$ cat src/rtl/spk_out.sv
// spk_out: spike output stage behind soma.
// Queues fired neuron indices in a small FIFO. For each queued spike it walks
// the destination table and emits one flit per valid entry to the router.
// Optional feature: define SPK_OUT_CNT_EN to add a 32-bit accepted-flit counter.
module spk_out #(
    parameter int             FW        = 59,
    parameter int             FTW       = 3,
    parameter int             NNW       = 12,
    parameter int             SW        = 24,
    parameter int             DST_WIDTH = 21,
    parameter int             DST_DEPTH = 4,
    parameter int             QD        = 8,
    parameter logic [FTW-1:0] SPK_TYPE  = 3'b010
) (
    input  logic                         clk_spk_out,
    input  logic                         rst_n,
    input  logic                         soma_spk_out_fire,
    input  logic [NNW-1:0]               soma_spk_out_addr,
    input  logic                         config_spk_out_enable,
    input  logic [SW-1:0]                config_spk_out_spk_base,
    input  logic                         config_spk_out_dst_we,
    input  logic [$clog2(DST_DEPTH)-1:0] config_spk_out_dst_waddr,
    input  logic [DST_WIDTH-1:0]         config_spk_out_dst_wdata,
    output logic [FW-1:0]                spk_out_flit,
    output logic                         spk_out_vld,
    input  logic                         router_spk_out_rdy,
    output logic                         spk_out_busy,
`ifdef SPK_OUT_CNT_EN
    output logic [31:0]                  spk_out_cnt,
`endif
    output logic                         spk_out_ovf
);

    localparam int AW   = $clog2(DST_DEPTH);
    localparam int QAW  = $clog2(QD);
    localparam int PADW = FW - FTW - DST_WIDTH - SW;
    localparam logic [QAW:0]  QD_COUNT = (QAW + 1)'(QD);
    localparam logic [AW-1:0] LAST_IDX = AW'(DST_DEPTH - 1);

    typedef enum logic {
        IDLE,
        SEND
    } state_t;

    state_t               state;
    state_t               next_state;

    logic [NNW-1:0]       fifo_mem [QD];
    logic [QAW-1:0]       wr_ptr;
    logic [QAW-1:0]       rd_ptr;
    logic [QAW:0]         count;
    logic                 fifo_full;
    logic                 fifo_empty;
    logic                 fire_req;
    logic                 push;
    logic                 pop;

    logic [DST_WIDTH-1:0] dst_tbl [DST_DEPTH];
    logic [DST_WIDTH-1:0] cur_ent;
    logic [NNW-1:0]       cur_addr;
    logic [AW-1:0]        dst_idx;
    logic                 advance;
    logic [SW-1:0]        payload;

    // Full/empty are judged on the pre-edge count, so a full FIFO drops a fire
    // even when a pop happens in the same cycle.
    assign fifo_full  = (count == QD_COUNT);
    assign fifo_empty = (count == '0);
    assign fire_req   = soma_spk_out_fire && config_spk_out_enable;
    assign push       = fire_req && !fifo_full;

    assign cur_ent     = dst_tbl[dst_idx];
    assign spk_out_vld = (state == SEND) && cur_ent[0];
    assign advance     = (state == SEND) && (!cur_ent[0] || router_spk_out_rdy);
    assign payload     = config_spk_out_spk_base + {{(SW-NNW){1'b0}}, cur_addr};

    // Flit is held at zero outside a valid beat so reset leaves every output at 0.
    assign spk_out_flit = spk_out_vld ? {SPK_TYPE, cur_ent, payload, {PADW{1'b0}}} : '0;
    assign spk_out_busy = !fifo_empty || (state != IDLE);

    // FIFO storage; contents need no reset because the pointers and count do.
    always_ff @(posedge clk_spk_out) begin
        if (push) begin
            fifo_mem[wr_ptr] <= soma_spk_out_addr;
        end
    end

    // FIFO pointers, occupancy and the sticky overflow flag.
    always_ff @(posedge clk_spk_out or negedge rst_n) begin
        if (!rst_n) begin
            wr_ptr      <= '0;
            rd_ptr      <= '0;
            count       <= '0;
            spk_out_ovf <= 1'b0;
        end else begin
            if (push) begin
                wr_ptr <= wr_ptr + QAW'(1);
            end
            if (pop) begin
                rd_ptr <= rd_ptr + QAW'(1);
            end
            case ({push, pop})
                2'b10:   count <= count + (QAW + 1)'(1);
                2'b01:   count <= count - (QAW + 1)'(1);
                default: count <= count;
            endcase
            if (fire_req && fifo_full) begin
                spk_out_ovf <= 1'b1;
            end
        end
    end

    // Destination table: writes land at the clock edge, reset marks all invalid.
    always_ff @(posedge clk_spk_out or negedge rst_n) begin
        if (!rst_n) begin
            for (int i = 0; i < DST_DEPTH; i++) begin
                dst_tbl[i] <= '0;
            end
        end else if (config_spk_out_dst_we) begin
            dst_tbl[config_spk_out_dst_waddr] <= config_spk_out_dst_wdata;
        end
    end

    // FSM state register plus the in-flight spike and table walk index.
    always_ff @(posedge clk_spk_out or negedge rst_n) begin
        if (!rst_n) begin
            state    <= IDLE;
            cur_addr <= '0;
            dst_idx  <= '0;
        end else begin
            state <= next_state;
            if (pop) begin
                cur_addr <= fifo_mem[rd_ptr];
                dst_idx  <= '0;
            end else if (advance) begin
                dst_idx <= dst_idx + AW'(1);
            end
        end
    end

    // Next-state and pop decision; back-to-back spikes pop straight from SEND.
    always_comb begin
        next_state = state;
        pop        = 1'b0;
        case (state)
            IDLE: begin
                if (!fifo_empty) begin
                    pop        = 1'b1;
                    next_state = SEND;
                end
            end
            SEND: begin
                if (advance && (dst_idx == LAST_IDX)) begin
                    if (!fifo_empty) begin
                        pop = 1'b1;
                    end else begin
                        next_state = IDLE;
                    end
                end
            end
            default: next_state = IDLE;
        endcase
    end

`ifdef SPK_OUT_CNT_EN
    logic [31:0] cnt_q;

    // Counts accepted flits; wraps naturally and ignores enable.
    always_ff @(posedge clk_spk_out or negedge rst_n) begin
        if (!rst_n) begin
            cnt_q <= '0;
        end else if (spk_out_vld && router_spk_out_rdy) begin
            cnt_q <= cnt_q + 32'd1;
        end
    end

    assign spk_out_cnt = cnt_q;
`endif

endmodule
$ cat config.mk
export PLATFORM = sky130hd
export DESIGN_NAME = spk_out
export DESIGN_NICKNAME = d
export VERILOG_FILES = /design/src/rtl/spk_out.sv
export SDC_FILE = /design/constraint.sdc
export NUM_CORES = 1
export LEC_CHECK = 0
export CORE_MARGIN = 5
export CORE_UTILIZATION = 40
export CTS_CLUSTER_DIAMETER = 100
export DETAILED_ROUTE_END_ITERATION = 10
export PLACE_DENSITY = 0.6
export SYNTH_ARGS = -nofsm -noshare
export SYNTH_HDL_FRONTEND = slang
export SYNTH_SLANG_ARGS = --single-unit
export TNS_END_PERCENT = 50
$ cat constraint.sdc
create_clock -name clk_spk_out -period 3.75 [get_ports clk_spk_out]
set_input_delay 0.9375 -clock clk_spk_out [delete_from_list [all_inputs] [get_ports clk_spk_out]]
set_output_delay 0.9375 -clock clk_spk_out [all_outputs]
set_load 0.03 [all_outputs]
==> results of run 1 <==
power by group through the flow:
stage	registers, mW	logic (mW)	clock network, mW
after global routing	3.22	4.97	2.25
after CTS	3.16	4.63	2.16
after detailed placement	3.17	4.32	0
final	3.15	4.62	2.10
after global placement	3.14	4.26	0
after floorplan	2.97	2.95	0
synth_stat cells, drive strengths merged:
cell type,count,share of area [%]
a211o,1,0.092
nor3,7,0.37
or3,4,0.26
nand3b,5,0.39
a41o,1,0.10
o31ai,3,0.24
o22ai,1,0.065
dfrtp,110,29
xor2,10,0.91
nand3,4,0.21
o21ai,13,0.68
nor3b,1,0.078
mux2i,13,1.4
o21bai,3,0.35
a21o,3,0.24
a211oi,2,0.16
nand2b,7,0.46
a2bb2oi,1,0.16
or4,4,0.31
a31oi,2,0.29
nand2,22,0.86
o21a,3,0.24
nor2,34,1.3
clkbuf,16,0.63
edfxtp,96,30
nand4,3,0.20
and2b,3,0.24
and3,23,1.5
xnor2,8,0.73
ha,18,2.4
buf,29,2.0
a21oi,30,2.0
mux4,45,11
o211ai,2,0.16
nor4,1,0.065
inv,10,0.39
and2,1,0.065
fa,1,0.21
conb,1,0.039
mux2,87,10
a31o,1,0.092
nor2b,3,0.20
a21boi,1,0.078
o31a,2,0.27
metal layers:
metal,part of all wire [%],vias to the layer above
met5,0.056,-
met4,1.7,2
met3,4.9,31
met2,49,125
met1,44,2998
li1,-,2741
state kept, by name, summed over array words and instances (netlist names):
name,count
wr_ptr,3
dst_idx,2
cur_addr,12
dst_tbl,84
spk_out_ovf,1
fifo_mem,96
count,4
rd_ptr,3
state,1
area by class of cell:
type	count	area (um2)
inverters	10	37.54
clock buffers	31	645.6
multi-input cells	387	4013
fillers	1953	11070
well taps	319	399.1
repair buffers	186	1667
flip-flops and latches	206	5637
clock inverters	9	71.32
per-stage QoR:
| stage | total power, mW | cell area [um2] | TNS, ns |
|---|---|---|---|
| floorplan | 5.915 | 9673 | -0.05346 |
| global placement | 7.395 | 11370 | -7.524 |
| detailed placement | 7.488 | 11370 | -7.420 |
| CTS | 9.956 | 12450 | -0.5320 |
| global route | 10.43 | 12470 | -1.266 |
| finish | 9.861 | 12470 | -0.3096 |
worst max-delay path, cell delays in order:
cell                       delay [ns]
sky130_fd_sc_hd__buf_6           0.07
sky130_fd_sc_hd__ha_4            0.12
sky130_fd_sc_hd__inv_2           0.04
sky130_fd_sc_hd__fa_2            0.35
sky130_fd_sc_hd__and2b_2         0.25
sky130_fd_sc_hd__o21bai_4        0.07
sky130_fd_sc_hd__a31oi_4         0.19
sky130_fd_sc_hd__a21oi_4         0.13
sky130_fd_sc_hd__or4_4           0.44
sky130_fd_sc_hd__a21oi_4         0.16
sky130_fd_sc_hd__buf_6           0.14
cells by family (layout without fill, tap and decap cells):
family                   count (synthesis)  in the layout  synth area share [%]
AO/OA/AOI/OAI                           69             70                 5.163
adder cells (fa/ha/maj)                 19             19                 2.562
XOR/XNOR                                18             18                 1.647
multiplexers                           145            145                 22.18
flip-flops                             206            206                 58.87
other                                    1             13               0.03917
buffers and inverters                   55            236                 3.006
AND/OR/NAND/NOR                        122            122                 6.535
repair_timing:
item,in CTS,in global routing
pin swaps,29,14
buffers inserted,13,1
endpoints found under the setup margin,19,14
hold buffers,0,0
gates cloned,1,0
resized for setup,72,8
worst min path at each step:
stage | end | slack, ns
2_1_floorplan | dst_tbl[41] | 0.47
3_3_place_gp | spk_out_ovf | 0.46
3_5_place_dp | spk_out_ovf | 0.47
4_1_cts | spk_out_ovf | 0.49
5_1_grt | dst_tbl[8] | 0.51
6_report | spk_out_ovf | 0.48
==> summary.md, run 1 <==
| Metric | Value |
|---|---|
| Result of the run | finished, violations left |
| Violated checks | negative setup slack |
| Final nets | between 800 and 900 |
| Number of cell instances on the worst register-to-register path | 11 |
| Worst-case hold slack | 0.4821 ns |
| Synthesized area per cell | 15.08 um2 |
| Total routing usage reported by global routing | between 10% and 20% |
| Startpoint of the worst-slack reg-to-reg timing path | dst_idx[0] |
| Kind of critical path | in -> out |
| Non-filler cells, final | roughly 1,100 |
| Std cell rows | 56 |
| Syn Std Cell Area | approximately 9600 um2 |
| Setup repair after global routing missed its margin | true |
| GRT met2 Usage | ~28% |
| Proportion of power drawn by combinational gates | 46.8% |
| Hold violation count in the final report | 0 |
| Met3 global-route usage | approximately 2.8% |
| Most common cell after layout, fill and taps aside | sky130_fd_sc_hd__dfrtp_1 |
| Die extent in x | ~160 um |
| Vias in the first global route | between 6,000 and 7,000 |
| Remaining Overflow, GRT | 0 |
| Critical path data required time | about 2.8 ns |
| Total Die Area | between 20,000 and 30,000 um2 |
| Diodes inserted | 0 |
| Worst r2r dst | count[2] |
| Post-Route WL | around 21,000 um |
| End-of-flow core utilization | a little over half |
| Die H | between 150 and 200 um |
| Maximum number of pins on one net before global-route repair | 57 |
| CTS Buf Count | 22 |
| Maximum net fanout on the critical path | 8 |
| I/O pin count | 127 |
| Synthesized netlist cell count | around 640 |
| Proportion of power drawn by flip-flops and latches | 31.9% |
| Area added between synthesis and finish | 30.26% |
| Clock tree sinks | between 200 and 250 |
| Source-to-sink clock delay at the later pin of the worst-skew pair | approximately 0.49 ns |
| Cell count of the worst hold path | 1 |
| Worst setup skew after layout | roughly 0.011 ns |
| Areal power density over the cells | a little under 800 nW/um2 |
| Worst Setup EP | spk_out_flit[27] |
| Switching power of the nets | about 3.5 mW |
| Register bit total from synthesis | 206 |
| Leakage dissipation | a little under 5 nW |
| Iteration-0 DRC Markers | between 200 and 300 |
| Level count of the clock H-tree | 1 |
| Top achievable clock speed | between 200 and 300 MHz |
| Number of unique standard cell types used by synthesis | 51 |
| Clock period minus final worst setup slack | slightly below 4 ns |
| Clock slew at the register clock pins of the worst setup and hold paths | 0.06 ns |
| Category of the worst setup path launch point | input port |
| Cell internal power dissipation | 6.326 mW |
| Fraction of power spent switching nets | a little over a third |
| Routing usage on met1 | between 20% and 30% |
| Transition at the pin with the smallest max-transition slack | around 1.2 ns |
| Core area | ~24,000 um2 |
| First-pass GRT wire length | 34,670 um |
| Half-perimeter wire length of the detailed placement result | between 10,000 and 15,000 um |
| # Max-Cap Violations | 0 |
| Launch instance of the worst min-delay path | spk_out_ovf |
| DRT Pass-1 Iters | 4 |
| Pre-CTS setup slack | -0.6178 ns |
| Yosys warnings | 0 |
| Antenna violations before repair | 1 |
| Pins Over Slew Limit | 0 |
| Leading cell types in the layout, fill and taps excluded | 109 x sky130_fd_sc_hd__dfrtp_1, 96 x sky130_fd_sc_hd__edfxtp_1, 88 x sky130_fd_sc_hd__buf_4 |
| Final critical-path setup slack | -0.09383 ns |
| Via count | around 5,900 |
| GRT Max-Usage Layer | met2 |
| Register-to-Register Setup Slack | between 1 and 1.5 ns |
| Critical Path Source | config_spk_out_spk_base[0] |
| Power share of the clock group | 21.3% |
| Antenna-violating nets left | 0 |
| Average via count per standard cell | roughly 5.1 |
| IO buf count | around 110 |
| Worst-case vdd ir drop | ~0.35 mV |
| Global placement routability congestion | ~0.79 |
| Post-synthesis sequential area ratio | 58.87% |
| Classification of the worst-slack hold path | reg -> reg |
| Placed cell count | 1,095 |
| Drt wl/cell | 18.63 um |
| Worst path arrival time | between 2 and 3 ns |
| Fin crit share | 102.5% |
| CTS tree | done |
| Clk Tree Root Cell | sky130_fd_sc_hd__clkbuf_16 |
| Critical Path Sink Type | primary output |
| Slew Limit Headroom | between 20% and 30% |
| DRC Markers | 0 |
| Clk buf depth | 3 |
| Total of endpoints with negative setup slack in the final report | 6 |
| Initial standard-cell utilization of the core | approximately 41% |
| Share of layout cells above drive strength 1 | a little under 40% |
Note: power is estimated with default switching activity, not from simulation.
==> inputs of run 2 (changes only) <==
PLACE_DENSITY = default   (was 0.6)
PLACE_DENSITY_LB_ADDON = 0.1   (was default)
==> summary.md, run 2 (synthesis results as in run 1) <==
| Metric | Value |
|---|---|
| Result of the run | finished, violations left |
| Violated checks | negative setup slack |
| Hold_buf cts | 0 (unchanged) |
| Areal power density over the cells | 793.4 nW/um2 (+0.33%) |
| Leakage dissipation | 4.857 nW (-0.37%) |
| Antenna-violating nets left | 0 (unchanged) |
| Post-Route WL | 21,420 um (+0.17%) |
| Global placement routability congestion | 0.7589 (-3.5%) |
| Total Power | 9.890 mW (+0.29%) |
| Most common cell after layout, fill and taps aside | sky130_fd_sc_hd__dfrtp_1 |
| Number of flip-flops in the largest register | 96 (unchanged) |
| Worst hold endpoint | spk_out_ovf |
| Register bank with the most flops | fifo_mem |
| Classification of the worst-slack hold path | reg -> reg |
| Clk buf depth | 3 (unchanged) |
| Total Die Area | 27,130 um2 (unchanged) |
| Antenna violations before repair | 0 (-1) |
| Clock tree sinks | 206 (unchanged) |
| Core area | 23,540 um2 (unchanged) |
| Critical path data required time | 2.81 ns (about the same) |
| Transition at the pin with the smallest max-transition slack | 1.235 ns (+0.08511 ns) |
| Met3 global-route usage | 2.920% (+0.12 points) |
| Average via count per standard cell | 5.116 (-0.41%) |
| # Max-Cap Violations | 0 (unchanged) |
| Worst-case hold slack | 0.4766 ns (-0.005425 ns) |
| Share of layout cells above drive strength 1 | 39.17% (about the same) |
| First-pass GRT wire length | 33,870 um (-2.3%) |
| Diodes inserted | 0 (unchanged) |
| Top achievable clock speed | 261.5 MHz (+0.53%) |
| Pins Over Slew Limit | 0 (unchanged) |
| Setup Total Neg Slack | -0.2944 ns (+0.01529 ns) |
| CTS Buf Count | 24 (+9.1%) |
| Count of buffering cells on the critical path with inverters included | 4 (+1) |
| Register-to-Register Setup Slack | 1.09 ns (+0.06 ns) |
| Cell with the largest stage delay on the worst path | sky130_fd_sc_hd__or3_4 |
| Std cell rows | 56 (unchanged) |
| Die extent in x | 164.7 um (unchanged) |
| Initial standard-cell utilization of the core | 40.66% (unchanged) |
| Filler cell count in the final layout | 1,979 (+1.3%) |
| Drt wl/cell | 18.78 um (+0.79%) |
| Leading cell types in the layout, fill and taps excluded | 110 x sky130_fd_sc_hd__dfrtp_1, 96 x sky130_fd_sc_hd__edfxtp_1, 87 x sky130_fd_sc_hd__mux2_2 |
| Kind of cell adding the most delay to the critical path | simple AND/OR/NAND/NOR gates |
| Worst-case vdd ir drop | 0.3305 mV (-5.8%) |
| Clk Tree Root Cell | sky130_fd_sc_hd__clkbuf_16 |
| DRC Markers | 0 (unchanged) |
| Iteration-0 DRC Markers | 406 (+36%) |
| Via count | 5,837 (-1.0%) |
| End-of-flow core utilization | 52.94% (about the same) |
| Kind of critical path | in -> out |
| Clock slew at the register clock pins of the worst setup and hold paths | 0.05 ns (about the same) |
| Worst r2r dst | count[2] |
| Vias in the first global route | 6,320 (-2.1%) |
| Slew Limit Headroom | 17.64% (-5.7 points) |
| Area added between synthesis and finish | 30.21% (about the same) |
| GRT met2 Usage | 26.97% (-0.54 points) |
| Final critical-path setup slack | -0.07369 ns (+0.02014 ns) |
| Final nets | 889 (-0.89%) |
| Category of the worst setup path launch point | input port |
| Routing usage on met1 | 21.68% (about the same) |
| Fin crit share | 102.0% (-0.54 points) |
| I/O pin count | 127 (unchanged) |
| Hold violation count in the final report | 0 (unchanged) |
| Setup repair after global routing missed its margin | true |
| Number of cells on the critical path | 12 (+1) |
| CTS tree | done |
| DRT Pass-1 Iters | 4 (unchanged) |
| Cell count of the worst hold path | 1 (unchanged) |
| Launch instance of the worst min-delay path | spk_out_ovf |
| Worst path arrival time | 2.89 ns (-0.02 ns) |
| Worst setup skew after layout | 0.01695 ns (+0.005604 ns) |
| Maximum net fanout on the critical path | 6 (-2) |
| Clock period minus final worst setup slack | 3.824 ns (-0.02014 ns) |
| Cells along the critical path | buf_8 -> ha_4 -> inv_2 -> fa_2 -> and2b_2 -> o21bai_4 -> a31oi_4 -> a21oi_4 -> buf_6 -> or3_4 -> a21oi_4 -> buf_6 |
| Die H | 164.7 um (unchanged) |
| Total routing usage reported by global routing | 15.91% (-0.22 points) |
| Startpoint of the worst-slack reg-to-reg timing path | dst_idx[0] |
| CP peak stage delay | 0.34 ns (-0.10 ns) |
| Total of endpoints with negative setup slack in the final report | 7 (+1) |
| Half-perimeter wire length of the detailed placement result | 13,850 um (-1.6%) |
| Maximum number of pins on one net before global-route repair | 75 (+32%) |
| Source-to-sink clock delay at the later pin of the worst-skew pair | 0.50 ns (about the same) |
| Remaining Overflow, GRT | 0 (unchanged) |
| GRT Max-Usage Layer | met2 |
| IO buf count | 113 (unchanged) |
| Biggest registers after layout | fifo_mem: 96 flops, dst_tbl: 84 flops, cur_addr: 12 flops |
| Number of cell instances on the worst register-to-register path | 11 (unchanged) |
| Level count of the clock H-tree | 1 (unchanged) |
| Critical Path Sink Type | primary output |
==> run 2: area by class of cell <==
cell class / instances / area, um2 / share of cell area [%]
multi-input cells: 386 / 4031 / 32.34
clock buffers: 40 / 752.0 / 6.033
repair buffers: 177 / 1565 / 12.56
well taps: 319 / 399.1 / 3.202
clock inverters: 3 / 43.79 / 0.3513
inverters: 10 / 37.54 / 0.3011
flip-flops and latches: 206 / 5635 / 45.21
==> run 2: worst max-delay path by stage <==
stage	from	end	slack (ns)
floorplan	config_spk_out_spk_base[0]	spk_out_flit[31]	-0.03
global placement	config_spk_out_spk_base[0]	spk_out_flit[31]	-0.61
detailed placement	config_spk_out_spk_base[0]	spk_out_flit[27]	-0.63
CTS	config_spk_out_spk_base[0]	spk_out_flit[27]	-0.16
global route	config_spk_out_spk_base[0]	spk_out_flit[29]	-0.15
finish	config_spk_out_spk_base[0]	spk_out_flit[29]	-0.07
==> run 2: metal layers <==
layer  up-vias  wire (um)
li1       2723          -
met5         -          0
met4         0        217
met3        15       1119
met2       126      10420
met1      2973       9671
==> run 2: power by group <==
group,total (mW),internal (mW),switching [mW]
sequential,3.11,2.77,0.347
combinational,4.49,2.20,2.30
clock,2.28,1.43,0.856
total,9.89,6.39,3.50
==> run 2: worst register-to-register path: stages (launching register included) <==
cell and delay (ns):
sky130_fd_sc_hd__dfrtp_1 0.36, sky130_fd_sc_hd__mux4_2 0.52, sky130_fd_sc_hd__buf_4 0.25, sky130_fd_sc_hd__a21oi_2 0.17
sky130_fd_sc_hd__and2b_1 0.17, sky130_fd_sc_hd__ha_1 0.26, sky130_fd_sc_hd__xor2_1 0.11, sky130_fd_sc_hd__ha_1 0.19
sky130_fd_sc_hd__a21oi_1 0.14, sky130_fd_sc_hd__xor2_1 0.16, sky130_fd_sc_hd__nor2_1 0.06, sky130_fd_sc_hd__xor2_1 0.15
==> run 2: metrics by stage <==
step | setup WS (ns) | instance area (um2) | cells
finish | -0.07369 | 12460 | 1141
global route | -0.1467 | 12460 | 1141
CTS | -0.1614 | 12400 | 1143
detailed placement | -0.6295 | 11320 | 1093
global placement | -0.6129 | 11320 | 1093
floorplan | -0.02687 | 9673 | 647
==> run 2: what timing repair did <==
item | in CTS | in global routing
setup buffers | 7 | 2
gates resized for setup | 65 | 18
setup endpoints to repair | 18 | 14
pin swaps | 32 | 17
==> inputs of run 3 (changes only) <==
SKIP_CTS_REPAIR_TIMING = 1   (was default)
==> summary.md, run 3 (synthesis results as in run 1) <==
| Metric | Value |
|---|---|
| CTS tree | done |
| Clk buf depth | 3 (unchanged) |
| DRC Markers | 0 (unchanged) |
| Diodes inserted | 0 (unchanged) |
| Remaining Overflow, GRT | 0 (unchanged) |
| Via count | 5,840 (+0.051%) |
| Average via count per standard cell | 5.114 (about the same) |
| Biggest registers after layout | fifo_mem: 96 flops, dst_tbl: 84 flops, cur_addr: 12 flops |
| Classification of the worst-slack hold path | reg -> reg |
| Critical Path Sink Type | primary output |
| Post-Route WL | 21,390 um (-0.17%) |
| Clock tree sinks | 206 (unchanged) |
| Total routing usage reported by global routing | 15.64% (-0.26 points) |
| Leading cell types in the layout, fill and taps excluded | 110 x sky130_fd_sc_hd__dfrtp_1, 96 x sky130_fd_sc_hd__edfxtp_1, 87 x sky130_fd_sc_hd__mux2_2 |
| Initial standard-cell utilization of the core | 40.66% (unchanged) |
| Category of the worst setup path launch point | input port |
| DRT Pass-1 Iters | 4 (unchanged) |
| Final critical-path setup slack | -0.1486 ns (-0.07491 ns) |
| Kind of critical path | in -> out |
| Clock period minus final worst setup slack | 3.899 ns (+0.07491 ns) |
| Setup repair after global routing missed its margin | true |
| First-pass GRT wire length | 33,340 um (-1.6%) |
| CTS Buf Count | 24 (unchanged) |
| Worst path arrival time | 2.96 ns (+0.07 ns) |
| Antenna violations before repair | 0 (unchanged) |
| Worst setup skew after layout | 0.01819 ns (+0.001236 ns) |
| Area added between synthesis and finish | 30.52% |
| Global placement routability congestion | 0.7589 (unchanged) |
| Violated checks | negative setup slack |
| Register bank with the most flops | fifo_mem |
| Half-perimeter wire length of the detailed placement result | 13,850 um (unchanged) |
| Die extent in x | 164.7 um (unchanged) |
| Hold violation count in the final report | 0 (unchanged) |
| Vias in the first global route | 6,251 (-1.1%) |
| Total Power | 9.897 mW (about the same) |
| Std cell rows | 56 (unchanged) |
| Critical path data required time | 2.81 ns (about the same) |
| Clk Tree Root Cell | sky130_fd_sc_hd__clkbuf_16 |
| Number of flip-flops in the largest register | 96 (unchanged) |
| Antenna-violating nets left | 0 (unchanged) |
| Total Die Area | 27,130 um2 (unchanged) |
| Pins Over Slew Limit | 0 (unchanged) |
| I/O pin count | 127 (unchanged) |
| IO buf count | 113 (unchanged) |
| Slew Limit Headroom | 18.48% (+0.84 points) |
| Cell with the largest stage delay on the worst path | sky130_fd_sc_hd__or4_4 |
| Maximum net fanout on the critical path | 7 (+1) |
| Source-to-sink clock delay at the later pin of the worst-skew pair | 0.50 ns (about the same) |
| Final nets | 890 (+0.11%) |
| Fin crit share | 104.0% (+2.0 points) |
| Most frequent cell on the critical path | sky130_fd_sc_hd__a21oi_4 |
| Most common cell after layout, fill and taps aside | sky130_fd_sc_hd__dfrtp_1 |
| Top achievable clock speed | 256.5 MHz (-1.9%) |
| Clock slew at the register clock pins of the worst setup and hold paths | 0.05 ns (about the same) |
| Leakage dissipation | 4.952 nW (+2.0%) |
| Worst-case vdd ir drop | 0.3622 mV (+9.6%) |
| Die H | 164.7 um (unchanged) |
| Level count of the clock H-tree | 1 (unchanged) |
| Drt wl/cell | 18.73 um (-0.26%) |
| Result of the run | finished, violations left |
| Transition at the pin with the smallest max-transition slack | 1.223 ns (-0.01259 ns) |
| Pre-CTS setup slack | -0.6295 ns (unchanged) |
| Kind of cell adding the most delay to the critical path | simple AND/OR/NAND/NOR gates |
| Maximum number of pins on one net before global-route repair | 75 (unchanged) |
| CP peak stage delay | 0.51 ns (+0.17 ns) |
| # Max-Cap Violations | 0 (unchanged) |
| Cells along the critical path | buf_8 -> ha_4 -> inv_2 -> fa_2 -> and2b_2 -> o21bai_4 -> a31oi_4 -> a21oi_4 -> or4_4 -> a21oi_4 -> buf_6 |
| Core area | 23,540 um2 (unchanged) |
| Iteration-0 DRC Markers | 391 (-3.7%) |
| Total of endpoints with negative setup slack in the final report | 7 (unchanged) |
| Areal power density over the cells | 792.1 nW/um2 (-0.16%) |
| Share of layout cells above drive strength 1 | 38.76% (-0.41 points) |
| Count of buffering cells on the critical path with inverters included | 3 (-1) |
==> run 3: cell count changes in the layout (fill, tap and decap cells not counted), sizes merged <==
cell           change
dlygate4sd2        -8
clkdlybuf4s15      -2
a2bb2oi            +1
dlymetal6s2s      +11
buf                -1
==> run 3: final cells by class <==
cell class | instances | area (um2)
repair buffers | 177 | 1604
multi-input cells | 387 | 4023
inverters | 10 | 37.54
clock buffers | 40 | 752.0
well taps | 319 | 399.1
flip-flops and latches | 206 | 5635
fillers | 1975 | 11050
clock inverters | 3 | 43.79
==> run 3: power breakdown <==
part           total [mW]  leakage, nW  switching [mW]  internal [mW]
sequential           3.11         2.15           0.346           2.77
combinational        4.50         2.41            2.29           2.21
clock                2.28        0.390           0.855           1.43
total                9.90         4.95            3.49           6.40
==> run 3: layer usage <==
metal,part of all wire [%],global-route usage [%]
met1,45,21.52
met2,48,26.24
met3,5.5,2.920
met4,1.0,3.138
met5,0,0
==> run 3: final timing paths <==
kind,slack (ns),cells past startpoint,end,startpoint
setup / recovery,-0.15,11,spk_out_flit[31],config_spk_out_spk_base[0]
hold / removal,0.48,1,spk_out_ovf,spk_out_ovf
setup reg to reg,1.09,11,count[2],dst_idx[0]
hold reg to reg,0.48,1,spk_out_ovf,spk_out_ovf
max in group asynchronous,2.34,2,cur_addr[9],rst_n
min in group asynchronous,0.57,1,dst_tbl[17],rst_n
==> run 3: metrics by stage <==
step / hold WS [ns] / setup TNS [ns] / utilization [%] / instance area, um2 / cells
CTS: 0.4763 / -7.442 / 51.47 / 12120 / 1136
global route: 0.5029 / -1.264 / 53.07 / 12490 / 1142
global placement: 0.4558 / -6.834 / 48.09 / 11320 / 1093
floorplan: 0.4738 / -0.05346 / - / 9673 / 647
finish: 0.4766 / -0.6045 / 53.07 / 12490 / 1142
detailed placement: 0.4578 / -7.256 / 48.09 / 11320 / 1093
